<file path="src/rtl/uart_pkg.sv">
// rtl/uart_pkg.sv - shared constants and FSM encoding for the UART transmitter
//
// Purpose : default frame geometry, tick-counter width and transmit FSM states.
// Macro   : UART_TX_PARITY_EN adds the PARITY state encoding.
package uart_pkg;

  localparam int DEF_DATA_BITS  = 8;
  localparam int DEF_OVERSAMPLE = 16;
  localparam int CNT_W          = $clog2(DEF_OVERSAMPLE);

  typedef enum logic [2:0] {
    ST_IDLE   = 3'd0,
    ST_START  = 3'd1,
    ST_DATA   = 3'd2,
`ifdef UART_TX_PARITY_EN
    ST_PARITY = 3'd3,
`endif
    ST_STOP   = 3'd4
  } tx_state_e;

endpackage

</file>
<file path="src/rtl/uart_transmitter_if.sv">
// rtl/uart_transmitter_if.sv - host write / serial status bundle of the UART transmitter
//
// Purpose : groups the host handshake (Tx_EN, Tx_WR, Tx_DATA) with the
//           transmitter outputs (Tx_D, Tx_READY, Tx_BUSY, Tx_DONE, Tx_OVF).
// Modports: master = host side, slave = transmitter side.
interface uart_transmitter_if #(
  parameter int DATA_BITS = uart_pkg::DEF_DATA_BITS
);

  logic                 Tx_EN;
  logic                 Tx_WR;
  logic [DATA_BITS-1:0] Tx_DATA;
  logic                 Tx_D;
  logic                 Tx_READY;
  logic                 Tx_BUSY;
  logic                 Tx_DONE;
  logic                 Tx_OVF;

  modport master (
    output Tx_EN, Tx_WR, Tx_DATA,
    input  Tx_D, Tx_READY, Tx_BUSY, Tx_DONE, Tx_OVF
  );

  modport slave (
    input  Tx_EN, Tx_WR, Tx_DATA,
    output Tx_D, Tx_READY, Tx_BUSY, Tx_DONE, Tx_OVF
  );

endinterface

</file>
<file path="src/rtl/uart_tx_bit_timer.sv">
// rtl/uart_tx_bit_timer.sv - oversampling tick counter marking the end of each bit period
//
// Purpose : counts sample_ENABLE ticks; bit_end is high in the cycle whose
//           clock edge closes the current bit (count at OVERSAMPLE-1 and a tick).
// Ports   : clk, reset (async active-low), sample_ENABLE (tick), clear (hold at 0),
//           bit_end (one-cycle pulse).
module uart_tx_bit_timer
  import uart_pkg::*;
#(
  parameter int OVERSAMPLE = DEF_OVERSAMPLE
) (
  input  logic clk,
  input  logic reset,
  input  logic sample_ENABLE,
  input  logic clear,
  output logic bit_end
);

  localparam int            CW   = $clog2(OVERSAMPLE);
  localparam logic [CW-1:0] LAST = CW'(OVERSAMPLE - 1);

  logic [CW-1:0] cnt_q, cnt_d;

  always_comb begin
    cnt_d   = cnt_q;
    bit_end = 1'b0;
    if (clear) begin
      cnt_d = '0;
    end else if (sample_ENABLE) begin
      if (cnt_q == LAST) begin
        cnt_d   = '0;
        bit_end = 1'b1;
      end else begin
        cnt_d = cnt_q + 1'b1;
      end
    end
  end

  always_ff @(posedge clk or negedge reset) begin
    if (!reset) cnt_q <= '0;
    else        cnt_q <= cnt_d;
  end

endmodule

</file>
<file path="src/rtl/uart_transmitter.sv">
// rtl/uart_transmitter.sv - UART transmit FSM with a single-entry holding register
//
// Purpose : serialises one byte per frame (start, DATA_BITS LSB first,
//           [even parity], stop) onto Tx_D, one bit per OVERSAMPLE ticks.
// Ports   : clk, reset (async active-low), sample_ENABLE (16x tick),
//           tx (uart_transmitter_if.slave: Tx_EN/Tx_WR/Tx_DATA in,
//           Tx_D/Tx_READY/Tx_BUSY/Tx_DONE/Tx_OVF out, all registered).
// Macro   : UART_TX_PARITY_EN inserts the even-parity bit after the data bits.
module uart_transmitter
  import uart_pkg::*;
#(
  parameter int DATA_BITS  = DEF_DATA_BITS,
  parameter int OVERSAMPLE = DEF_OVERSAMPLE
) (
  input  logic                 clk,
  input  logic                 reset,
  input  logic                 sample_ENABLE,
  uart_transmitter_if.slave    tx
);

  localparam int               IW       = $clog2(DATA_BITS);
  localparam logic [IW-1:0]    IDX_LAST = IW'(DATA_BITS - 1);

  tx_state_e            state_q, state_d;
  logic [DATA_BITS-1:0] shift_q, shift_d;
  logic [DATA_BITS-1:0] hold_q;
  logic                 hold_full_q, hold_full_d;
  logic [IW-1:0]        idx_q, idx_d;
  logic                 tx_d_q, tx_d_d;
  logic                 done_q, done_d;
  logic                 ovf_q;
  logic                 busy_q;
  logic                 bit_end;
  logic                 start_frame;
  logic                 load;
  logic                 wr_ok;
`ifdef UART_TX_PARITY_EN
  logic                 parity_q;
`endif

  uart_tx_bit_timer #(.OVERSAMPLE(OVERSAMPLE)) u_timer (
    .clk           (clk),
    .reset         (reset),
    .sample_ENABLE (sample_ENABLE),
    .clear         (state_q == ST_IDLE),
    .bit_end       (bit_end)
  );

  // A write while the holding register is full is dropped; this includes the
  // edge that moves the held byte into the shifter, since Tx_READY is still low.
  assign wr_ok       = tx.Tx_WR && !hold_full_q;
  assign start_frame = hold_full_q && tx.Tx_EN;

  always_comb begin
    state_d = state_q;
    shift_d = shift_q;
    idx_d   = idx_q;
    tx_d_d  = tx_d_q;
    done_d  = 1'b0;
    load    = 1'b0;
    unique case (state_q)
      ST_IDLE: begin
        tx_d_d = 1'b1;
        if (start_frame) begin
          state_d = ST_START;
          load    = 1'b1;
          tx_d_d  = 1'b0;
        end
      end
      ST_START: begin
        if (bit_end) begin
          state_d = ST_DATA;
          idx_d   = '0;
          tx_d_d  = shift_q[0];
        end
      end
      ST_DATA: begin
        if (bit_end) begin
          shift_d = shift_q >> 1;
          if (idx_q == IDX_LAST) begin
`ifdef UART_TX_PARITY_EN
            state_d = ST_PARITY;
            tx_d_d  = parity_q;
`else
            state_d = ST_STOP;
            tx_d_d  = 1'b1;
`endif
          end else begin
            idx_d  = idx_q + 1'b1;
            tx_d_d = shift_q[1];
          end
        end
      end
`ifdef UART_TX_PARITY_EN
      ST_PARITY: begin
        if (bit_end) begin
          state_d = ST_STOP;
          tx_d_d  = 1'b1;
        end
      end
`endif
      ST_STOP: begin
        if (bit_end) begin
          done_d = 1'b1;
          // Chain straight into the next start bit when a byte is waiting.
          if (start_frame) begin
            state_d = ST_START;
            load    = 1'b1;
            tx_d_d  = 1'b0;
          end else begin
            state_d = ST_IDLE;
            tx_d_d  = 1'b1;
          end
        end
      end
      default: begin
        state_d = ST_IDLE;
        tx_d_d  = 1'b1;
      end
    endcase
    if (load) shift_d = hold_q;
  end

  always_comb begin
    hold_full_d = hold_full_q;
    if (load)       hold_full_d = 1'b0;
    else if (wr_ok) hold_full_d = 1'b1;
  end

  always_ff @(posedge clk or negedge reset) begin
    if (!reset) begin
      state_q     <= ST_IDLE;
      shift_q     <= '0;
      hold_q      <= '0;
      hold_full_q <= 1'b0;
      idx_q       <= '0;
      tx_d_q      <= 1'b1;
      done_q      <= 1'b0;
      ovf_q       <= 1'b0;
      busy_q      <= 1'b0;
    end else begin
      state_q     <= state_d;
      shift_q     <= shift_d;
      hold_full_q <= hold_full_d;
      idx_q       <= idx_d;
      tx_d_q      <= tx_d_d;
      done_q      <= done_d;
      ovf_q       <= tx.Tx_WR && hold_full_q;
      busy_q      <= (state_d != ST_IDLE);
      if (wr_ok) hold_q <= tx.Tx_DATA;
    end
  end

`ifdef UART_TX_PARITY_EN
  // Parity is captured from the held byte as it is loaded, so the shifter
  // can be consumed freely during the data bits.
  always_ff @(posedge clk or negedge reset) begin
    if (!reset)    parity_q <= 1'b0;
    else if (load) parity_q <= ^hold_q;
  end
`endif

  assign tx.Tx_D     = tx_d_q;
  assign tx.Tx_READY = !hold_full_q;
  assign tx.Tx_BUSY  = busy_q;
  assign tx.Tx_DONE  = done_q;
  assign tx.Tx_OVF   = ovf_q;

endmodule
</file>
<file path="src/flat_wrapper.sv">
// flat-port wrapper written by rule: the top's interface ports become plain ports
module uart_transmitter_flat import uart_pkg::*;
#(
  parameter int DATA_BITS  = DEF_DATA_BITS,
  parameter int OVERSAMPLE = DEF_OVERSAMPLE
)
  (clk, reset, sample_ENABLE, tx_Tx_EN, tx_Tx_WR, tx_Tx_DATA, tx_Tx_D, tx_Tx_READY, tx_Tx_BUSY, tx_Tx_DONE, tx_Tx_OVF);
  uart_transmitter_if #(.DATA_BITS(DATA_BITS)) tx_i ();
  input  logic clk;
  input  logic reset;
  input  logic sample_ENABLE;
  input wire logic [$bits(tx_i.Tx_EN)-1:0] tx_Tx_EN;
  input wire logic [$bits(tx_i.Tx_WR)-1:0] tx_Tx_WR;
  input wire logic [$bits(tx_i.Tx_DATA)-1:0] tx_Tx_DATA;
  output wire logic [$bits(tx_i.Tx_D)-1:0] tx_Tx_D;
  output wire logic [$bits(tx_i.Tx_READY)-1:0] tx_Tx_READY;
  output wire logic [$bits(tx_i.Tx_BUSY)-1:0] tx_Tx_BUSY;
  output wire logic [$bits(tx_i.Tx_DONE)-1:0] tx_Tx_DONE;
  output wire logic [$bits(tx_i.Tx_OVF)-1:0] tx_Tx_OVF;
  assign tx_i.Tx_EN = tx_Tx_EN;
  assign tx_i.Tx_WR = tx_Tx_WR;
  assign tx_i.Tx_DATA = tx_Tx_DATA;
  assign tx_Tx_D = tx_i.Tx_D;
  assign tx_Tx_READY = tx_i.Tx_READY;
  assign tx_Tx_BUSY = tx_i.Tx_BUSY;
  assign tx_Tx_DONE = tx_i.Tx_DONE;
  assign tx_Tx_OVF = tx_i.Tx_OVF;
  uart_transmitter #(.DATA_BITS(DATA_BITS), .OVERSAMPLE(OVERSAMPLE)) u_core (.clk(clk), .reset(reset), .sample_ENABLE(sample_ENABLE), .tx(tx_i));
endmodule
</file>
<file path="config.mk">
export PLATFORM = sky130hd
export DESIGN_NAME = uart_transmitter_flat
export DESIGN_NICKNAME = d
export VERILOG_FILES = /design/src/rtl/uart_pkg.sv /design/src/rtl/uart_transmitter_if.sv /design/src/rtl/uart_tx_bit_timer.sv /design/src/rtl/uart_transmitter.sv /design/src/flat_wrapper.sv
export SDC_FILE = /design/constraint.sdc
export NUM_CORES = 1
export LEC_CHECK = 0
export CAP_MARGIN = 20
export CORE_AREA = 4 4 46 89
export CTS_CLUSTER_DIAMETER = 100
export DETAILED_ROUTE_END_ITERATION = 6
export DIE_AREA = 0 0 50 93
export PLACE_DENSITY_LB_ADDON = 0.1
export REMOVE_ABC_BUFFERS = 1
export SYNTH_ARGS = -nofsm -noshare
export SYNTH_HDL_FRONTEND = slang
export SYNTH_SLANG_ARGS = --single-unit
</file>
<file path="constraint.sdc">
create_clock -name clk -period 5.6 [get_ports clk]
set_clock_uncertainty 0.2 [all_clocks]
set_input_delay 1.12 -clock clk [delete_from_list [all_inputs] [get_ports clk]]
set_output_delay 1.12 -clock clk [all_outputs]
set_load 0.02 [all_outputs]
</file>
==> out/summary.txt, run 1 <==
crit path time final = 3.09 ns
DRT Pass-1 Iters = 4
max_slew headroom = 0.426
Post-Synth Simple-Gate Area = 0.158
largest cells by area after synthesis = dfrtp_1 (50%), mux2i_1 (7.4%), mux2_2 (6.8%), nand2_1 (4.0%), o21ai_0 (3.4%)
Ys Warns = 0
# nets final = 168
# setup viols final = 0
Layout area overhead = 21.2%
final core utilization = 0.529
RSZ-0062 raised after global routing = no
Post-CTS Setup Inserts = 0
post-synthesis cell type count = 35
EDFF count, synth = 0
initial core utilization = 0.436
Fin. Hold Viols = 0
placed cell areas = 1690 µm²
Worst setup EP type = flop
Post-synth ARST share = 1.00
leakage power = 0.808 nW
Seq/Total Area, Yosys = 0.521
syn avg cell area = 11.1 µm²
setup TNS = 0 ns
power density over the cells = 453 nW/µm²
full die area = 4650 µm²
Overall Global Routing Usage = 0.145
first-pass GRT wire length = 4.99 mm
I/O pin count = 18
Core Rows = 30
R2R depth = 4
worst min path class = flop to flop
clock insertion delay at the later pin of the skew report = 0.28 ns
share of cells above drive strength 1 = 0.163
Routed Antenna Nets = 0
most frequent cells in the layout = dfrtp_1 (30), clkdlybuf4s50_1 (17), nand2_1 (16)
Worst R2R Start = u_core.u_timer.cnt_q[0]
die height = 93 µm
port bufs = 17
area of the multi-input gates = 659 µm²
Synth Instances = 134
Die X = 50 µm
Worst Path Required = 5.52 ns
Final period util = 0.552
Worst R2R End = u_core.shift_q[1]
Design Area, Final = 1810 µm²
share of the synthesized area in the top cell type = 0.504
CTS root buf = clkbuf_8
commonest non-fill, non-tap cell in the layout = dfrtp_1
routed length per placed instance = 13.9 µm
fill count = 301
reg2reg setup slack = 3.28 ns
status = completed
cts repair resizes = 0
Remaining DRCs = 0
Worst Slack Setup Final = 2.51 ns
via count = 1021
largest net degree at the start of global routing = 32
Mapped Area = 1490 µm²
via/cell ratio = 5.08
CTS Buf Count = 5
GRT overflow = 0
Pins Over Slew Limit = 0
largest family of logic cells by synthesized area = simple AND/OR/NAND/NOR gates
clock sink total = 31
CTS clk-pin slew, worst paths = 0.06 ns
dominant cell type by area after synthesis = dfrtp_1
vias in the first global route = 1073
DR iter-0 viols = 11
Hold-fix buffers, CTS = 0
arrival time worst endpoint = 3.01 ns
Max FO, Critical Path = 19
Core Region = 3420 µm²
post-synthesis compound-gate area fraction = 0.105
initial antenna violation count = 0
peak supply drop = 0.000241 V
Placer Congestion = 0.812
register bit total from synthesis = 31
pre-CTS setup slack = 2.21 ns
CTS tree = done
top_reg_cell synth = dfrtp_1
Max Root-Sink Buffers = 2
actual slew at the worst max-slew pin = 0.861 ns
Synth Area in Adders = 0.0319
mux share of post-synthesis cell area = 0.142
Setup crit start kind = primary input
Hold EP = u_core.shift_q[3]
Synth Area in XOR/XNOR = 0.00588
CTS H-Tree Depth = 2
fmax = 324 MHz
Worst Hold Path Cells = 2
MaxCap Viol Count = 0
CP Class = primary input to flop
min-delay src = u_core.hold_q[3]
Sequential Area = 777 µm²
Routed WL = 2.80 mm
Ant. Diodes = 0
Post-DP HPWL = 2.13 mm
-- Yosys cell counts, drive strengths merged, types with 2 or more instances --
cell    number
nor2        10
nor2b        3
clkbuf       2
dfrtp       30
o21ai       10
mux2         9
a31oi        3
a21oi        4
buf          5
inv          4
nor3         4
nand2       16
ha           3
nor3b        2
mux2i       11
-- stage by stage --
stage	cells	hold WS [ns]	power [mW]
after floorplan	127	0.246	0.520
after global placement	193	0.260	0.589
after detailed placement	193	0.267	0.603
after CTS	201	0.287	0.833
after global routing	201	0.302	0.879
final	201	0.285	0.819
-- power by group --
part	total, mW	switching [mW]	internal, mW
Combinational	0.213	0.0997	0.113
Sequential	0.380	0.0666	0.314
Clock	0.225	0.0815	0.144
Total	0.819	0.248	0.571
-- registers in the layout (all words and copies together) (netlist names) --
signal                cells
u_core.hold_full_q        1
u_core.tx.Tx_DONE         1
u_core.state_q            3
u_core.tx.Tx_OVF          1
u_core.hold_q             8
u_core.tx.Tx_BUSY         1
u_core.u_timer.cnt_q      4
u_core.shift_q            8
u_core.idx_q              3
u_core.tx.Tx_D            1
-- worst max path at each step --
stage	startpoint	end	slack, ns
3_5_place_dp	sample_ENABLE	u_core.shift_q[1]	2.21
4_1_cts	sample_ENABLE	u_core.shift_q[1]	2.52
2_1_floorplan	sample_ENABLE	u_core.shift_q[0]	3.15
6_report	sample_ENABLE	u_core.shift_q[1]	2.51
3_3_place_gp	sample_ENABLE	u_core.shift_q[5]	2.31
5_1_grt	sample_ENABLE	u_core.shift_q[1]	2.29
-- final cells by class --
cell class                 instances  area share
inverter                           4     0.00831
tap                               48      0.0332
sequential                        31       0.430
clock buffer                       6      0.0457
multi-input combinational         92       0.365
clock inverter                     2      0.0194
timing repair buffer              18      0.0983
-- routing by layer --
metal	vias to the layer above	wire (µm)	global-route usage	part of all wire
met5	-	0	0	0
met4	0	104	0.0993	0.037
met3	10	119	0.0351	0.042
met2	22	1660	0.271	0.59
met1	491	922	0.131	0.33
li1	498	-	-	-
-- cell families after synthesis --
logic type	Yosys count
and+or+nand+nor	44
AOI/OAI and AO/OA	23
muxes	20
xor gates and xnor gates	1
buffers and inverters	11
adders and majority gates	4
DFF	31
-- worst max-delay path: stages --
cell             delay, ns
clkdlybuf4s50_1       0.64
nand4_4               0.18
a2111oi_4             0.86
o21ai_0               0.21
Note: power is estimated with default switching activity, not from simulation.
==> run 2, diff against run 1 <==
==> constraint.sdc (replaced) <==
create_clock -name clk -period 3.1 [get_ports clk]
set_clock_uncertainty 0.2 [all_clocks]
set_input_delay 0.62 -clock clk [delete_from_list [all_inputs] [get_ports clk]]
set_output_delay 0.62 -clock clk [all_outputs]
set_load 0.02 [all_outputs]
==> out/summary.txt, run 2 (synthesis gave the netlist of run 1 again) <==
status = completed (unchanged)
actual slew at the worst max-slew pin = 0.437 ns (was 0.861 ns)
most frequent cells in the layout = dfrtp_1 (30), clkdlybuf4s50_1 (17), nand2_1 (16) (unchanged)
full die area = 4650 µm² (unchanged)
Cell Chain, Critical Path = clkdlybuf4s50_1 > nand4_4 > a2111oi_4 > buf_4 > o21ai_0 (was clkdlybuf4s50_1 > nand4_4 > a2111oi_4 > o21ai_0)
critical path's slowest cell = clkdlybuf4s50_1 (was a2111oi_4)
Core Rows = 30 (unchanged)
via count = 1044 (was 1021)
share of cells above drive strength 1 = 0.168 (was 0.163)
clock sink total = 31 (unchanged)
Layout area overhead = 21.1% (was 21.2%)
CTS tree = done (unchanged)
Ant. Diodes = 0 (unchanged)
# setup viols final = 0 (unchanged)
Routed Antenna Nets = 0 (unchanged)
RSZ-0062 raised after global routing = no (unchanged)
worst min path class = flop to flop (unchanged)
CTS H-Tree Depth = 2 (unchanged)
Final period util = 0.736
clock insertion delay at the later pin of the skew report = 0.28 ns (about the same)
commonest non-fill, non-tap cell in the layout = dfrtp_1 (unchanged)
Overall Global Routing Usage = 0.139 (was 0.145)
initial antenna violation count = 0 (unchanged)
arrival time worst endpoint = 2.24 ns (was 3.01 ns)
area of the multi-input gates = 659 µm² (unchanged)
CTS Buf Count = 5 (unchanged)
largest net degree at the start of global routing = 32 (unchanged)
Regs by FF count = u_core.hold_q x8, u_core.shift_q x8, u_core.u_timer.cnt_q x4 (unchanged)
leakage power = 0.810 nW (was 0.808 nW)
Worst setup EP type = flop (unchanged)
MaxCap Viol Count = 0 (unchanged)
fill count = 313 (was 301)
Die X = 50 µm (unchanged)
Fin. Hold Viols = 0 (unchanged)
CP Class = primary input to flop (unchanged)
DRT Pass-1 Iters = 4 (unchanged)
port bufs = 17 (unchanged)
Pins Over Slew Limit = 0 (unchanged)
CTS clk-pin slew, worst paths = 0.06 ns (about the same)
Worst path max stage delay = 0.63 ns (was 0.86 ns)
die height = 93 µm (unchanged)
Post-DP HPWL = 2.13 mm (about the same)
first-pass GRT wire length = 4.81 mm (was 4.99 mm)
final core utilization = 0.528 (was 0.529)
peak supply drop = 0.000431 V (was 0.000241 V)
power density over the cells = 791 nW/µm² (was 453 nW/µm²)
initial core utilization = 0.436 (unchanged)
max_slew headroom = 0.709 (was 0.426)
Routed WL = 2.80 mm (about the same)
GRT overflow = 0 (unchanged)
fmax = 438 MHz
Core Region = 3420 µm² (unchanged)
DR iter-0 viols = 19 (was 11)
Placer Congestion = 0.879 (was 0.812)
Sequential Area = 777 µm² (unchanged)
crit path time final = 2.28 ns
pre-CTS setup slack = 0.500 ns (was 2.21 ns)
cts repair resizes = 0 (unchanged)
# nets final = 170 (was 168)
Max FO, Critical Path = 17 (was 19)
CTS root buf = clkbuf_8 (unchanged)
I/O pin count = 18 (unchanged)
Worst Path Required = 3.06 ns (was 5.52 ns)
Worst Slack Setup Final = 0.817 ns (was 2.51 ns)
Post-CTS Setup Inserts = 0 (unchanged)
Max Root-Sink Buffers = 2 (unchanged)
vias in the first global route = 1103 (was 1073)
routed length per placed instance = 13.8 µm (was 13.9 µm)
via/cell ratio = 5.14 (was 5.08)
Remaining DRCs = 0 (unchanged)
setup TNS = 0 ns (unchanged)
Hold Slack = 0.289 ns (was 0.285 ns)
Hold-fix buffers, CTS = 0 (unchanged)
Setup crit start kind = primary input (unchanged)
run 2: stage by stage:
stage	cells	cell area (µm²)	power (mW)
floorplan	127	1450	0.939
global placement	195	1700	1.07
detailed placement	195	1700	1.09
CTS	203	1800	1.45
global route	203	1800	1.54
finish	203	1800	1.43
run 2: worst paths after layout:
| check | start | endpoint | slack (ns) | cells after the start |
|---|---|---|---|---|
| worst max-delay path | sample_ENABLE | u_core.shift_q[5] | 0.82 | 5 |
| worst min-delay path | u_core.hold_q[2] | u_core.shift_q[2] | 0.29 | 2 |
| worst max register to register | u_core.idx_q[0] | u_core.tx.Tx_D | 0.96 | 6 |
| worst min register to register | u_core.hold_q[2] | u_core.shift_q[2] | 0.29 | 2 |
| max in group asynchronous | reset | u_core.tx.Tx_D | 1.85 | 2 |
| min in group asynchronous | reset | u_core.tx.Tx_DONE | 0.53 | 2 |
run 2: final cells by class:
type / instances / area share
timing repair buffer: 20 / 0.107
clock buffer: 8 / 0.0555
sequential: 31 / 0.431
multi-input combinational: 92 / 0.365
tap: 48 / 0.0333
inverter: 4 / 0.00832
run 2: critical path: cells and delay by family:
family                 cells  cell delay [ns]
AOI/OAI and AO/OA          2             0.55
and+or+nand+nor            1             0.18
buffers and inverters      2             0.89
run 2: per-layer routing:
layer  GRT usage  wire (µm)  up-vias
li1            -          -      510
met1       0.123        951      508
met2       0.269       1690       20
met3      0.0367         95        6
met4      0.0762         61        0
met5           0          0        -
run 2: power breakdown:
part / internal (mW) / switching (mW) / leakage, nW / total, mW
combinational: 0.210 / 0.183 / 0.388 / 0.393
clock: 0.202 / 0.146 / 0.0515 / 0.349
sequential: 0.567 / 0.120 / 0.370 / 0.687
==> run 3, diff against run 2 <==
==> constraint.sdc (replaced) <==
create_clock -name clk -period 2.4 [get_ports clk]
set_clock_uncertainty 0.2 [all_clocks]
set_input_delay 0.48 -clock clk [delete_from_list [all_inputs] [get_ports clk]]
set_output_delay 0.48 -clock clk [all_outputs]
set_load 0.02 [all_outputs]
==> out/summary.txt, run 3 (synthesis gave the netlist of run 1 again) <==
area of the multi-input gates = 659 µm² (unchanged)
R2R depth = 6 (unchanged)
final core utilization = 0.540 (was 0.528)
Pins Over Slew Limit = 0 (unchanged)
DR iter-0 viols = 23 (was 19)
CTS tree = done (unchanged)
RSZ-0062 raised after global routing = no (unchanged)
CTS root buf = clkbuf_8 (unchanged)
Remaining DRCs = 0 (unchanged)
CTS clk-pin slew, worst paths = 0.06 ns (about the same)
Worst R2R End = u_core.tx.Tx_D (unchanged)
commonest non-fill, non-tap cell in the layout = dfrtp_1 (unchanged)
CTS Buf Count = 5 (unchanged)
worst min path class = flop to flop (unchanged)
peak supply drop = 0.000513 V (was 0.000431 V)
Worst Path Required = 1.72 ns (was 3.06 ns)
arrival time worst endpoint = 1.41 ns (was 2.24 ns)
DRT Pass-1 Iters = 4 (unchanged)
Worst setup EP type = output pin (was flop)
Final period util = 0.871
largest net degree at the start of global routing = 32 (unchanged)
Layout area overhead = 23.7% (was 21.1%)
full die area = 4650 µm² (unchanged)
Cell Chain, Critical Path = clkdlybuf4s50_1 (was clkdlybuf4s50_1 > nand4_4 > a2111oi_4 > buf_4 > o21ai_0)
CP Class = flop to output pin (was primary input to flop)
max_slew headroom = 0.690 (was 0.709)
Max FO, Critical Path = 3 (was 17)
cts repair resizes = 0 (unchanged)
Worst Hold Path Cells = 2 (unchanged)
Max Root-Sink Buffers = 2 (unchanged)
Post-CTS Setup Inserts = 0 (unchanged)
I/O pin count = 18 (unchanged)
CP delay by family, top = buffers and inverters (unchanged)
Hold-fix buffers, CTS = 0 (unchanged)
actual slew at the worst max-slew pin = 0.465 ns (was 0.437 ns)
Die X = 50 µm (unchanged)
initial core utilization = 0.436 (unchanged)
# nets final = 176 (was 170)
Post-DP HPWL = 2.10 mm (was 2.13 mm)
via count = 1037 (was 1044)
leakage power = 0.833 nW (was 0.810 nW)
clock sink total = 31 (unchanged)
Placer Congestion = 0.876 (was 0.879)
status = completed (unchanged)
Total Power = 1.77 mW (was 1.43 mW)
Worst R2R Start = u_core.idx_q[0] (unchanged)
min-delay src = u_core.hold_q[2] (unchanged)
initial antenna violation count = 0 (unchanged)
Worst path max stage delay = 0.60 ns (was 0.63 ns)
die height = 93 µm (unchanged)
Routed Antenna Nets = 0 (unchanged)
Finished Layout Cells = 209 (was 203)
via/cell ratio = 4.96 (was 5.14)
Routed WL = 2.68 mm (was 2.80 mm)
fmax = 478 MHz
Hold EP = u_core.shift_q[2] (unchanged)
Core Rows = 30 (unchanged)
Regs by FF count = u_core.hold_q x8, u_core.shift_q x8, u_core.u_timer.cnt_q x4 (unchanged)
port bufs = 17 (unchanged)
power density over the cells = 960 nW/µm² (was 791 nW/µm²)
Overall Global Routing Usage = 0.141 (was 0.139)
Setup crit start kind = flop (was primary input)
setup TNS = 0 ns (unchanged)
Fin. Hold Viols = 0 (unchanged)
Worst Path Buf+Inv = 1 (was 2)
reg2reg setup slack = 0.32 ns (was 0.96 ns)
most frequent cells in the layout = dfrtp_1 (30), clkdlybuf4s50_1 (17), nand2_1 (16) (unchanged)
fill count = 306 (was 313)
Inst Count DP = 201 (was 195)
CTS H-Tree Depth = 2 (unchanged)
GRT overflow = 0 (unchanged)
Core Region = 3420 µm² (unchanged)
MaxCap Viol Count = 0 (unchanged)
first-pass GRT wire length = 5.00 mm (was 4.81 mm)
routed length per placed instance = 12.8 µm (was 13.8 µm)
crit path time final = 2.09 ns
Hold Slack = 0.275 ns (was 0.289 ns)
Sequential Area = 777 µm² (unchanged)
vias in the first global route = 1145 (was 1103)
# setup viols final = 0 (unchanged)
critical path's slowest cell = clkdlybuf4s50_1 (unchanged)
share of cells above drive strength 1 = 0.193 (was 0.168)
Ant. Diodes = 0 (unchanged)
clock insertion delay at the later pin of the skew report = 0.27 ns (was 0.28 ns)
## run 3: how the worst max path moves through the flow
stage / cells past startpoint / from / endpoint / slack [ns]
after floorplan: 4 / u_core.u_timer.cnt_q[0] / u_core.shift_q[0] / 0.38
after global placement: 6 / sample_ENABLE / u_core.idx_q[0] / 0.18
after detailed placement: 6 / sample_ENABLE / u_core.idx_q[0] / 0.13
after CTS: 1 / u_core.tx.Tx_D / tx_Tx_D / 0.29
after global routing: 6 / u_core.idx_q[0] / u_core.tx.Tx_D / 0.16
final: 1 / u_core.tx.Tx_D / tx_Tx_D / 0.31
## run 3: per-stage QoR
step / worst slack [ns] / area [µm²]
detailed placement: 0.132 / 1760
CTS: 0.293 / 1840
floorplan: 0.384 / 1450
finish: 0.309 / 1840
global route: 0.159 / 1840
global placement: 0.185 / 1760
## run 3: per-layer routing
layer / up-vias / global-route usage / share of wire
met2: 20 / 0.254 / 0.57
li1: 517 / - / -
met1: 491 / 0.134 / 0.36
met4: 0 / 0.0901 / 0.037
met5: - / 0 / 0
met3: 9 / 0.0415 / 0.032
## run 3: layout make-up
cell class / count / area share
clock inverter: 1 / 0.00272
inverter: 4 / 0.00815
multi-input combinational: 92 / 0.358
sequential: 31 / 0.422
clock buffer: 7 / 0.0414
timing repair buffer: 26 / 0.136
tap: 48 / 0.0326
## run 3: power by group
group | switching [mW] | internal, mW
Combinational | 0.231 | 0.284
Sequential | 0.147 | 0.732
Clock | 0.172 | 0.203
